**config.mk**
```make
export PLATFORM = sky130hd
export DESIGN_NAME = stage_if_fetch
export DESIGN_NICKNAME = d
export VERILOG_FILES = /design/src/rtl/stage_if_fetch.sv
export SDC_FILE = /design/constraint.sdc
export NUM_CORES = 1
export LEC_CHECK = 0
export CAP_MARGIN = 20
export CELL_PAD_IN_SITES_DETAIL_PLACEMENT = 1
export CELL_PAD_IN_SITES_GLOBAL_PLACEMENT = 2
export CORE_MARGIN = 10
export CORE_UTILIZATION = 32
export CTS_BUF_LIST = sky130_fd_sc_hd__clkbuf_4
export DETAILED_ROUTE_END_ITERATION = 16
export PLACE_DENSITY = 0.87
export SYNTH_ARGS = -nofsm -noshare
export SYNTH_HDL_FRONTEND = slang
export SYNTH_SLANG_ARGS = --single-unit
```
**constraint.sdc**
```tcl
create_clock -name clk -period 3.7 [get_ports clk]
set_input_delay 0.74 -clock clk [delete_from_list [all_inputs] [get_ports clk]]
set_output_delay 0.74 -clock clk [all_outputs]
set_load 0.02 [all_outputs]
```
**src/rtl/stage_if_fetch.sv**
```systemverilog
// Instruction-fetch stage: owns the PC, issues in-order word fetches to a
// variable-latency instruction memory, buffers the returned words with their
// link PC (fetch address + 4) and presents the buffer head to IF/ID.
// A taken branch redirects the PC, empties the buffer and marks every fetch
// still in flight as stale so that its response is thrown away on return.
module stage_if_fetch #(
   parameter int          DEPTH    = 2,
   parameter logic [31:0] RESET_PC = 32'h0000_0000
) (
   input  logic        clk,
   input  logic        rst,
   input  logic        freeze,
   input  logic        branchTaken,
   input  logic [31:0] branchAddr,
   output logic        imemReqValid,
   input  logic        imemReqReady,
   output logic [31:0] imemAddr,
   input  logic        imemRespValid,
   input  logic [31:0] imemRespData,
   output logic [31:0] pcOut,
   output logic [31:0] instOut,
   output logic        instValid
);

   localparam int CW = $clog2(DEPTH + 1);
   localparam int LW = CW + 1;
   localparam int AW = (DEPTH > 1) ? $clog2(DEPTH) : 1;

   localparam logic [CW-1:0] CNT_ONE   = CW'(32'd1);
   localparam logic [CW-1:0] CNT_FULL  = CW'(DEPTH);
   localparam logic [LW-1:0] LEVEL_MAX = LW'(DEPTH);
   localparam logic [AW-1:0] IDX_LAST  = AW'(DEPTH - 1);

   // Circular-buffer index increment that also works for non-power-of-2 depths.
   function automatic logic [AW-1:0] idx_next(input logic [AW-1:0] idx);
      logic [AW-1:0] nxt;
      if (idx == IDX_LAST) begin
         nxt = '0;
      end else begin
         nxt = idx + AW'(32'd1);
      end
      return nxt;
   endfunction

   // Architectural PC and request bookkeeping.
   logic [31:0]   pc_q, pc_d;
   logic [CW-1:0] out_cnt_q, out_cnt_d;
   logic [CW-1:0] drop_cnt_q, drop_cnt_d;

   // Fetch buffer: link PC and instruction word per entry.
   logic [CW-1:0] fifo_cnt_q, fifo_cnt_d;
   logic [AW-1:0] fifo_rd_q, fifo_rd_d;
   logic [AW-1:0] fifo_wr_q, fifo_wr_d;
   logic [31:0]   fifo_pc_q   [DEPTH];
   logic [31:0]   fifo_pc_d   [DEPTH];
   logic [31:0]   fifo_inst_q [DEPTH];
   logic [31:0]   fifo_inst_d [DEPTH];

   // Address queue: fetch address of each request still in flight, oldest first.
   logic [AW-1:0] aq_rd_q, aq_rd_d;
   logic [AW-1:0] aq_wr_q, aq_wr_d;
   logic [31:0]   aq_addr_q [DEPTH];
   logic [31:0]   aq_addr_d [DEPTH];

   // Per-cycle handshake decisions.
   logic [LW-1:0] level_s;
   logic          req_valid_s;
   logic          accept_s;
   logic          inst_valid_s;
   logic          resp_drop_s;
   logic          push_s;
   logic          pop_s;
   logic          fifo_full_s;

   // Decide issue, response routing and consumption for this cycle.
   always_comb begin
      level_s      = {1'b0, fifo_cnt_q} + {1'b0, out_cnt_q};
      // Gating with rst keeps the request low while reset is held.
      req_valid_s  = rst & ~branchTaken & (level_s < LEVEL_MAX);
      accept_s     = req_valid_s & imemReqReady;
      inst_valid_s = (fifo_cnt_q != '0);
      // Stale responses: either flagged by an earlier branch or arriving with one.
      resp_drop_s  = imemRespValid & (branchTaken | (drop_cnt_q != '0));
      push_s       = imemRespValid & ~resp_drop_s;
      pop_s        = inst_valid_s & ~freeze & ~branchTaken;
      fifo_full_s  = (fifo_cnt_q == CNT_FULL);
   end

   // Next PC, outstanding-request count and stale-response count.
   always_comb begin
      pc_d       = pc_q;
      out_cnt_d  = out_cnt_q;
      drop_cnt_d = drop_cnt_q;
      if (branchTaken) begin
         pc_d = branchAddr;
         // Everything still outstanding after this cycle's response is stale.
         if (imemRespValid) begin
            drop_cnt_d = out_cnt_q - CNT_ONE;
         end else begin
            drop_cnt_d = out_cnt_q;
         end
      end else begin
         if (accept_s) begin
            pc_d = pc_q + 32'd4;
         end else begin
            pc_d = pc_q;
         end
         if (resp_drop_s) begin
            drop_cnt_d = drop_cnt_q - CNT_ONE;
         end else begin
            drop_cnt_d = drop_cnt_q;
         end
      end
      case ({accept_s, imemRespValid})
         2'b10:   out_cnt_d = out_cnt_q + CNT_ONE;
         2'b01:   out_cnt_d = out_cnt_q - CNT_ONE;
         default: out_cnt_d = out_cnt_q;
      endcase
   end

   // Fetch-buffer push/pop; a branch empties it.
   always_comb begin
      fifo_pc_d   = fifo_pc_q;
      fifo_inst_d = fifo_inst_q;
      fifo_rd_d   = fifo_rd_q;
      fifo_wr_d   = fifo_wr_q;
      fifo_cnt_d  = fifo_cnt_q;
      if (branchTaken) begin
         fifo_rd_d  = '0;
         fifo_wr_d  = '0;
         fifo_cnt_d = '0;
      end else begin
         if (push_s) begin
            fifo_pc_d[fifo_wr_q]   = aq_addr_q[aq_rd_q] + 32'd4;
            fifo_inst_d[fifo_wr_q] = imemRespData;
            fifo_wr_d              = idx_next(fifo_wr_q);
         end else begin
            fifo_wr_d = fifo_wr_q;
         end
         if (pop_s) begin
            fifo_rd_d = idx_next(fifo_rd_q);
         end else begin
            fifo_rd_d = fifo_rd_q;
         end
         case ({push_s, pop_s})
            2'b10:   fifo_cnt_d = fifo_cnt_q + CNT_ONE;
            2'b01:   fifo_cnt_d = fifo_cnt_q - CNT_ONE;
            default: fifo_cnt_d = fifo_cnt_q;
         endcase
      end
   end

   // Address queue: record each accepted address, retire one per response
   // (dropped responses retire their entry too, keeping it aligned).
   always_comb begin
      aq_addr_d = aq_addr_q;
      aq_wr_d   = aq_wr_q;
      aq_rd_d   = aq_rd_q;
      if (accept_s) begin
         aq_addr_d[aq_wr_q] = pc_q;
         aq_wr_d            = idx_next(aq_wr_q);
      end else begin
         aq_wr_d = aq_wr_q;
      end
      if (imemRespValid) begin
         aq_rd_d = idx_next(aq_rd_q);
      end else begin
         aq_rd_d = aq_rd_q;
      end
   end

   // Drive the memory request and the IF/ID view of the buffer head.
   always_comb begin
      imemReqValid = req_valid_s;
      imemAddr     = pc_q;
      instValid    = inst_valid_s;
      if (inst_valid_s) begin
         pcOut   = fifo_pc_q[fifo_rd_q];
         instOut = fifo_inst_q[fifo_rd_q];
      end else begin
         pcOut   = 32'h0000_0000;
         instOut = 32'h0000_0000;
      end
   end

   // State registers with asynchronous active-low reset.
   always_ff @(posedge clk or negedge rst) begin
      if (!rst) begin
         pc_q        <= RESET_PC;
         out_cnt_q   <= '0;
         drop_cnt_q  <= '0;
         fifo_cnt_q  <= '0;
         fifo_rd_q   <= '0;
         fifo_wr_q   <= '0;
         fifo_pc_q   <= '{default: 32'h0000_0000};
         fifo_inst_q <= '{default: 32'h0000_0000};
         aq_rd_q     <= '0;
         aq_wr_q     <= '0;
         aq_addr_q   <= '{default: 32'h0000_0000};
      end else begin
         pc_q        <= pc_d;
         out_cnt_q   <= out_cnt_d;
         drop_cnt_q  <= drop_cnt_d;
         fifo_cnt_q  <= fifo_cnt_d;
         fifo_rd_q   <= fifo_rd_d;
         fifo_wr_q   <= fifo_wr_d;
         fifo_pc_q   <= fifo_pc_d;
         fifo_inst_q <= fifo_inst_d;
         aq_rd_q     <= aq_rd_d;
         aq_wr_q     <= aq_wr_d;
         aq_addr_q   <= aq_addr_d;
      end
   end

   // The issue cap must make a push into a full buffer impossible.
   a_no_overflow: assert property (@(posedge clk) disable iff (!rst)
      !(push_s && fifo_full_s));

   // Stale responses can never outnumber the requests in flight.
   a_drop_bounded: assert property (@(posedge clk) disable iff (!rst)
      drop_cnt_q <= out_cnt_q);

endmodule
```
== After elaboration in Yosys (flattened, before gate mapping) ==
Cells that the tools add are included.

* Bits in registers: 234
* Bits of input ports: 70
* Word-level logic and storage cells: 97

* Add/sub/neg operators: 12
* Order comparisons: 7
* Eq/ne operators: 4
* Mux-type cells: 34
* Bitwise gates (word level): 15
* Reduce and logical (&&, ||, !) cells: 11

{| class="wikitable"
|+ Operators with widths
! kind !! number
|-
| 32-bit two-way mux || 15
|-
| 64-bit bitwise mux || 3
|-
| 32-bit by 3-bit adder with 32-bit output, second input constant || 2
|-
| 32-bit demux with 1-bit select || 2
|-
| 2-bit nonzero test || 7
|-
| 2-bit >= comparator, second input constant || 4
|-
| 1-bit two-way mux || 8
|-
| 2-bit two-way mux || 4
|-
| 1-bit inverter with 2-bit output || 4
|-
| 2-bit case mux with 2 select lines || 2
|-
| 1-bit AND || 7
|-
| 2-bit by 1-bit subtractor with 2-bit output, second input constant || 3
|-
| 1-bit adder, second input constant || 4
|-
| 2-bit by 1-bit adder with 2-bit output, second input constant || 2
|-
| 2-bit by 1-bit equality test with 1-bit output, second input constant || 2
|-
| 2-bit equality test, second input constant || 2
|-
| 2-bit by 1-bit less-than comparator with 1-bit output, second input constant || 2
|-
| 2-bit by 2-bit adder with 3-bit output || 1
|-
| 3-bit by 2-bit less-than comparator with 1-bit output, second input constant || 1
|-
| 1-bit inverter || 3
|-
| 3-bit nonzero test || 1
|-
| 1-bit logical AND || 2
|-
| 2-bit AND reduction || 1
|-
| 1-bit OR || 1
|}

== Depth between registers and ports, before layout ==
* Depth after elaboration: 8
* Depth in mapped cells: 12

== Worst setup path after synthesis ==
OpenSTA, ideal clock, no wires.

* Path kind: register -> register
* Start point: register aq_rd_q
* End point: register fifo_pc_q[30] (netlist name)
* Arrival time: 3.414 ns
* Setup slack: 0.191 ns
* Cell stages (with the launch flop): 13
* Path buffers: 5
* Clock period less this slack: 3.509 ns
* Cells stage by stage: dfrtp_1 -> buf_6 -> buf_2 -> buf_2 -> buf_1 -> buf_2 -> mux2_2 -> ha_1 -> nand4b_4 -> a222oi_1 -> nand3_2 -> o31a_1 -> o31ai_1

* Longest elaborated chain between the ends: 6

{| class="wikitable"
|+ RTL lines
! element !! RTL line !! RTL
|-
| from (decl) || 60 || <nowiki>logic [AW-1:0] aq_rd_q, aq_rd_d;</nowiki>
|-
| from (signal assigned) || 209 || <nowiki>aq_rd_q <= aq_rd_d;</nowiki>
|-
| 1-bit inverter with 2-bit output (implied by the code) || 134 || <nowiki>fifo_pc_d[fifo_wr_q] = aq_addr_q[aq_rd_q] + 32'd4;</nowiki>
|-
| 32-bit two-way mux (implied by the code) (3 in series) || 134 ||
|-
| 32-bit by 3-bit adder with 32-bit output || 134 ||
|-
| 64-bit bitwise mux || 134 ||
|-
| to (signal assigned) || 207 || <nowiki>fifo_pc_q <= fifo_pc_d;</nowiki>
|-
| to (decl) || 54 || <nowiki>logic [31:0] fifo_pc_q [DEPTH];</nowiki>
|}

Every way passes these cells. The select of a mux whose other input is x is not followed.
A chain may end at the register's enable or synchronous reset.

== Worst setup path after layout ==
* Start point: register fifo_rd_q
* End point: output pcOut[1]

* Longest elaborated chain between the ends: 5

{| class="wikitable"
|+ RTL lines
! element !! RTL line !! RTL
|-
| from (decl) || 52 || <nowiki>logic [AW-1:0] fifo_rd_q, fifo_rd_d;</nowiki>
|-
| from (signal assigned) || 205 || <nowiki>fifo_rd_q <= fifo_rd_d;</nowiki>
|-
| 1-bit inverter with 2-bit output (implied by the code) || 178 || <nowiki>pcOut = fifo_pc_q[fifo_rd_q];</nowiki>
|-
| 32-bit two-way mux (implied by the code) (3 in series) || 178 ||
|-
| 32-bit two-way mux || 177 || <nowiki>if (inst_valid_s) begin</nowiki>
|-
| to (decl) || 20 || <nowiki>output logic [31:0] pcOut,</nowiki>
|}

Every way passes these cells. The select of a mux whose other input is x is not followed.

==> results <==
- The flow ran to the end, and the final reports show no timing, DRC or antenna violations.
- The clock net in this run drives a total of 234 sinks.
- The core region is 0.0364 mm2.
- The floorplan step set the die height to approximately 210 um.
- The total power density per cell area is ~670 mW/mm2.
- Summed over all layers, the global routing overflow is 0.
- Summed over all cells, the static leakage comes to 0.00646 uW.
- The number of violations reported at the end of detailed-routing iteration 0 is 476.
- The number of remaining DRC errors is 0.
- The critical path is of the reg -> out type.
- Walking the worst path, the cells encountered are buf_4 > mux2i_1 > nor2_1 > clkdlybuf4s50_1.
- For the worst setup path, the data arrival time is between 2 and 3 ns.
- The synthesized net count is 1305.
- The final weighted congestion of routability-driven global placement is 0.777.
- On the worst path, the slowest cell contributes a delay of about 0.82 ns.
- Of the total synthesized cell area, the portion taken by AND, OR, NAND and NOR gates is 21.1%.
- The share of total power consumed by net switching is 36.5%.
- The I/O pin total is 168.
- The post-CTS setup repair buffer count is 0.
- Along the worst path, the maximum fanout reaches 35.
- The worst clock skew is 0.0723 ns.
- The setup TNS is 0 ns.
- The worst setup path is captured at an output port.
- Setup repair after global routing left no endpoint under its margin.
- Summing over every cut layer, the via total after detailed routing is around 10k.
- The number of placed cells counting well taps is roughly 1.8k.
- After clock tree synthesis, the clock-pin slew on the worst setup and hold paths is around 0.060 ns.
- After synthesis, flip-flops and latches occupy 49.9% of the total area.
- The global-route total usage across every layer is 15.7%.
- The kind of path behind the tightest hold check is reg -> reg.
- The internal power of the cells is between 6000 and 7000 uW.
- The clock tree synthesis step divided the H-tree into 3 levels.
- After synthesis the netlist holds a flip-flop and latch count of about 230.
- Leaving out filler cells and counting taps, the final layout contains 1935.
- Using the TritonRoute via totals, the vias-per-cell ratio works out to 5.04.
- The area fraction in compound gates after synthesis is 9.13%.
- The number of buffers created by CTS is 69.
- The synthesized area per cell is 9.54 um2.
- The via count of the first global-routing pass was roughly 11k.
- The tool flagged a number of max-cap violations equal to 0.
- The routed design has 34800 um of wire.
- The area of the mapped netlist is between 0.01 and 0.015 mm2.
- The share of synthesized area spent on multiplexers is ~14%.
- The total count of hold-check failures in the final report was 0.
- The HPWL after detailed placement is 24400 um.
- Of the cells placed in the final design, the portion with a size suffix greater than 1 is 14.4%.
- TritonCTS built the clock tree.
- The count of final max-slew check failures is 0.
- The final period utilization is 94.0%.
- The final layout contains 1493 nets.
- The fraction of registers with async set or reset after synthesis is 100%.
- In this run, distinct cell masters in the synthesized netlist total 56.
- The final critical delay including setup and external delays is 3.48 ns.
- The share of total power dissipated in sequential elements is 44.2%.
- The warning count from the yosys run is 0.
- Summing all multi-input logic gate instances after layout gives 0.00555 mm2.
- The kind of start point of the critical path is a register.
- The slowest stage of the critical path belongs to the cell sky130_fd_sc_hd__dfrtp_4.
- The area occupied by registers is about 0.006 mm2.
- Across the VDD grid, the largest voltage drop is 261 uV.
- In this run the tool buffered the top-level ports with 167 buffer cells.
- Counting flops with a built-in enable in the synthesized netlist gives 0.
- The floorplan has 70 rows.
- For the pin with the worst max-slew slack, the measured transition is between 1 and 1.5 ns.
- After synthesis, the largest family of logic cells by area is simple AND/OR/NAND/NOR gates.
- The die footprint is 0.0447 mm2.
- The top cell type by area accounts for 49.9% of the synthesized area.
- Setup violations remaining at the end of the flow were counted as 0.
- The first global-routing pass estimated 57300 um of wire.
- For the worst setup path, the data required time is 2.96 ns.
- The clock network fraction of design power is around a quarter.
- Combinational logic burns 31.8% of the power.
- The upper clock frequency limit is ~290 MHz.
- Entering global routing, the biggest net connects 166 pins.
- Of the total synthesized cell area, the portion taken by XOR and XNOR cells is 2.01%.
- The detail route stage leaves a number of antenna-violating nets equal to 0.
- The final routed wire length divided by cell count is 18.0 um.
- The initial cell density of the core is around a third.
- The synthesis-to-finish area growth is 26.3%.
- The most frequently used flop master after synthesis is sky130_fd_sc_hd__dfrtp_1.
- The analysis attributes to net switching a power of between 3000 and 4000 uW.
- The synthesized netlist devotes 0.597% of its cell area to adder and majority cells.
- The first-pass iteration count of the detailed router is 4.
- The layout filler cell count is between 4k and 5k.
- CTS placed an instance of sky130_fd_sc_hd__clkbuf_4 at the clock tree root.
- The worst-case headroom to the max-slew limit is 25.5%.
- The insertion delay to the later sink of the worst-skew pair is 0.68 ns.
- By area the synthesized netlist is led by sky130_fd_sc_hd__dfrtp_1, sky130_fd_sc_hd__nand2_1, sky130_fd_sc_hd__mux2i_1.
- The floorplan step set the die width to 212 um.
- sky130_fd_sc_hd__dfrtp_1 takes more of the synthesized area than any other cell.
- The clock passes through at most 3 buffers.
- The initial antenna violation count came to 1.
- The cell count after synthesis came out at 1230.
metrics by stage:
stage | hold slack [ns] | instance area (um2) | utilization [%] | power, uW | setup slack, ns
global placement | 0.457 | 14000 | 38.3 | 7440 | 0.717
detailed placement | 0.462 | 14000 | 38.3 | 7630 | 0.700
floorplan | 0.444 | 11700 | - | 6400 | 0.191
CTS | 0.475 | 14800 | 40.7 | 10100 | 0.111
finish | 0.471 | 14800 | 40.7 | 9920 | 0.222
global route | 0.493 | 14800 | 40.7 | 10800 | 0.0268
synthesized netlist by cell type (3+ instances only):
library cell               instances
sky130_fd_sc_hd__nand4b_1          9
sky130_fd_sc_hd__a221o_1           5
sky130_fd_sc_hd__inv_1            11
sky130_fd_sc_hd__nand3_1          41
sky130_fd_sc_hd__a21oi_1          19
sky130_fd_sc_hd__and3_1           13
sky130_fd_sc_hd__o211ai_1         13
sky130_fd_sc_hd__o21ai_0          74
sky130_fd_sc_hd__or3_1             4
sky130_fd_sc_hd__o311ai_0         16
sky130_fd_sc_hd__nand3b_1          9
sky130_fd_sc_hd__xnor2_1          16
sky130_fd_sc_hd__nor3_1            9
sky130_fd_sc_hd__nor4_1            4
sky130_fd_sc_hd__ha_1              4
sky130_fd_sc_hd__dfrtp_1         234
sky130_fd_sc_hd__mux2i_1          90
sky130_fd_sc_hd__nor3b_1           4
sky130_fd_sc_hd__clkbuf_1         52
sky130_fd_sc_hd__nand4_1          21
sky130_fd_sc_hd__o31ai_1          10
sky130_fd_sc_hd__and2_1            6
sky130_fd_sc_hd__xor2_1           11
sky130_fd_sc_hd__nor2b_1           3
sky130_fd_sc_hd__nand2_1         321
sky130_fd_sc_hd__buf_1            14
sky130_fd_sc_hd__nor2_1           84
sky130_fd_sc_hd__o31a_1            3
sky130_fd_sc_hd__a22oi_1           9
sky130_fd_sc_hd__and4b_1           3
sky130_fd_sc_hd__mux2_2           68
sky130_fd_sc_hd__buf_2             8
sky130_fd_sc_hd__or4_1             9
sky130_fd_sc_hd__nand2b_1          3
sky130_fd_sc_hd__and4_1            4
final timing paths:
path,slack (ns),endpoint,cells after the start,startpoint
setup / recovery,0.22,pcOut[1],4,fifo_rd_q
hold / removal,0.47,fifo_inst_q[38],2,fifo_inst_q[38]
setup reg to reg,0.83,fifo_pc_q[30],7,aq_rd_q
hold reg to reg,0.47,fifo_inst_q[38],2,fifo_inst_q[38]
max in group asynchronous,1.19,aq_addr_q[34],4,rst
min in group asynchronous,0.53,fifo_pc_q[7],2,rst
layout by cell type (no fill, tap or decap), types with 10 or more instances in the layout:
| cell type | netlist | layout |
|---|---|---|
| sky130_fd_sc_hd__nand4_1 | 21 | 21 |
| sky130_fd_sc_hd__o21ai_0 | 74 | 74 |
| sky130_fd_sc_hd__mux2_2 | 68 | 68 |
| sky130_fd_sc_hd__dfrtp_1 | 234 | 232 |
| sky130_fd_sc_hd__xor2_1 | 11 | 11 |
| sky130_fd_sc_hd__xnor2_1 | 16 | 16 |
| sky130_fd_sc_hd__and3_1 | 13 | 13 |
| sky130_fd_sc_hd__clkbuf_4 | 0 | 97 |
| sky130_fd_sc_hd__a21oi_1 | 19 | 19 |
| sky130_fd_sc_hd__nand3_1 | 41 | 41 |
| sky130_fd_sc_hd__clkinv_1 | 0 | 15 |
| sky130_fd_sc_hd__nand2_1 | 321 | 321 |
| sky130_fd_sc_hd__o31ai_1 | 10 | 10 |
| sky130_fd_sc_hd__buf_4 | 0 | 21 |
| sky130_fd_sc_hd__mux2i_1 | 90 | 90 |
| sky130_fd_sc_hd__clkdlybuf4s50_1 | 0 | 164 |
| sky130_fd_sc_hd__o311ai_0 | 16 | 16 |
| sky130_fd_sc_hd__nor2_1 | 84 | 83 |
| sky130_fd_sc_hd__o211ai_1 | 13 | 13 |
| sky130_fd_sc_hd__inv_1 | 11 | 11 |
metal layers:
metal | share of wire (%) | vias to the layer above | global-route usage (%)
met2 | 46 | 197 | 24.7
met3 | 5.3 | 35 | 4.27
met4 | 1.4 | 0 | 4.12
met1 | 47 | 4802 | 20.9
met5 | 0 | - | 0
li1 | - | 4715 | -
cells by family after synthesis:
group	after synthesis
compound gates	167
fa+ha+maj	5
buf+inv	88
xor+xnor	27
simple gates	551
flops	234
mux	158
flip-flops by register name (all words and copies together), names as in the netlist:
register and cells:
imemAddr 32, out_cnt_q 2, aq_addr_q 64, drop_cnt_q 2, fifo_inst_q 64, aq_wr_q 1
fifo_rd_q 1, fifo_wr_q 1, fifo_pc_q 64, aq_rd_q 1, fifo_cnt_q 2
area by class of cell:
class | instances | share of cell area, %
Tap cell | 468 | 3.95
Inverter | 11 | 0.279
Clock buffer | 97 | 4.91
Sequential cell | 234 | 39.5
Antenna cell | 1 | 0.0169
Clock inverter | 22 | 0.827
Multi-Input combinational cell | 908 | 37.4
Timing Repair Buffer | 194 | 13.1
power by group through the flow:
stage / clock (uW) / sequential (uW) / combinational [uW]
6_report: 2390 / 4380 / 3150
4_1_cts: 2500 / 4390 / 3210
5_1_grt: 2660 / 4540 / 3560
2_1_floorplan: 0 / 4180 / 2220
3_5_place_dp: 0 / 4430 / 3190
3_3_place_gp: 0 / 4360 / 3080
repair_timing:
| item | in CTS | in global routing |
|---|---|---|
| hold buffers | 1 | 0 |
| endpoints found under the hold margin | 12 | 0 |
| setup endpoints to repair | 1 | 0 |
| resized for setup | 1 | 0 |
worst max-delay path, delay by kind of cell (launching register included):
family                 cells  cell delay [ns]
buffers and inverters      2             0.94
flip-flops                 1             0.82
multiplexers               1             0.25
AND/OR/NAND/NOR            1             0.06
Power figures use the tool's default switching activity.
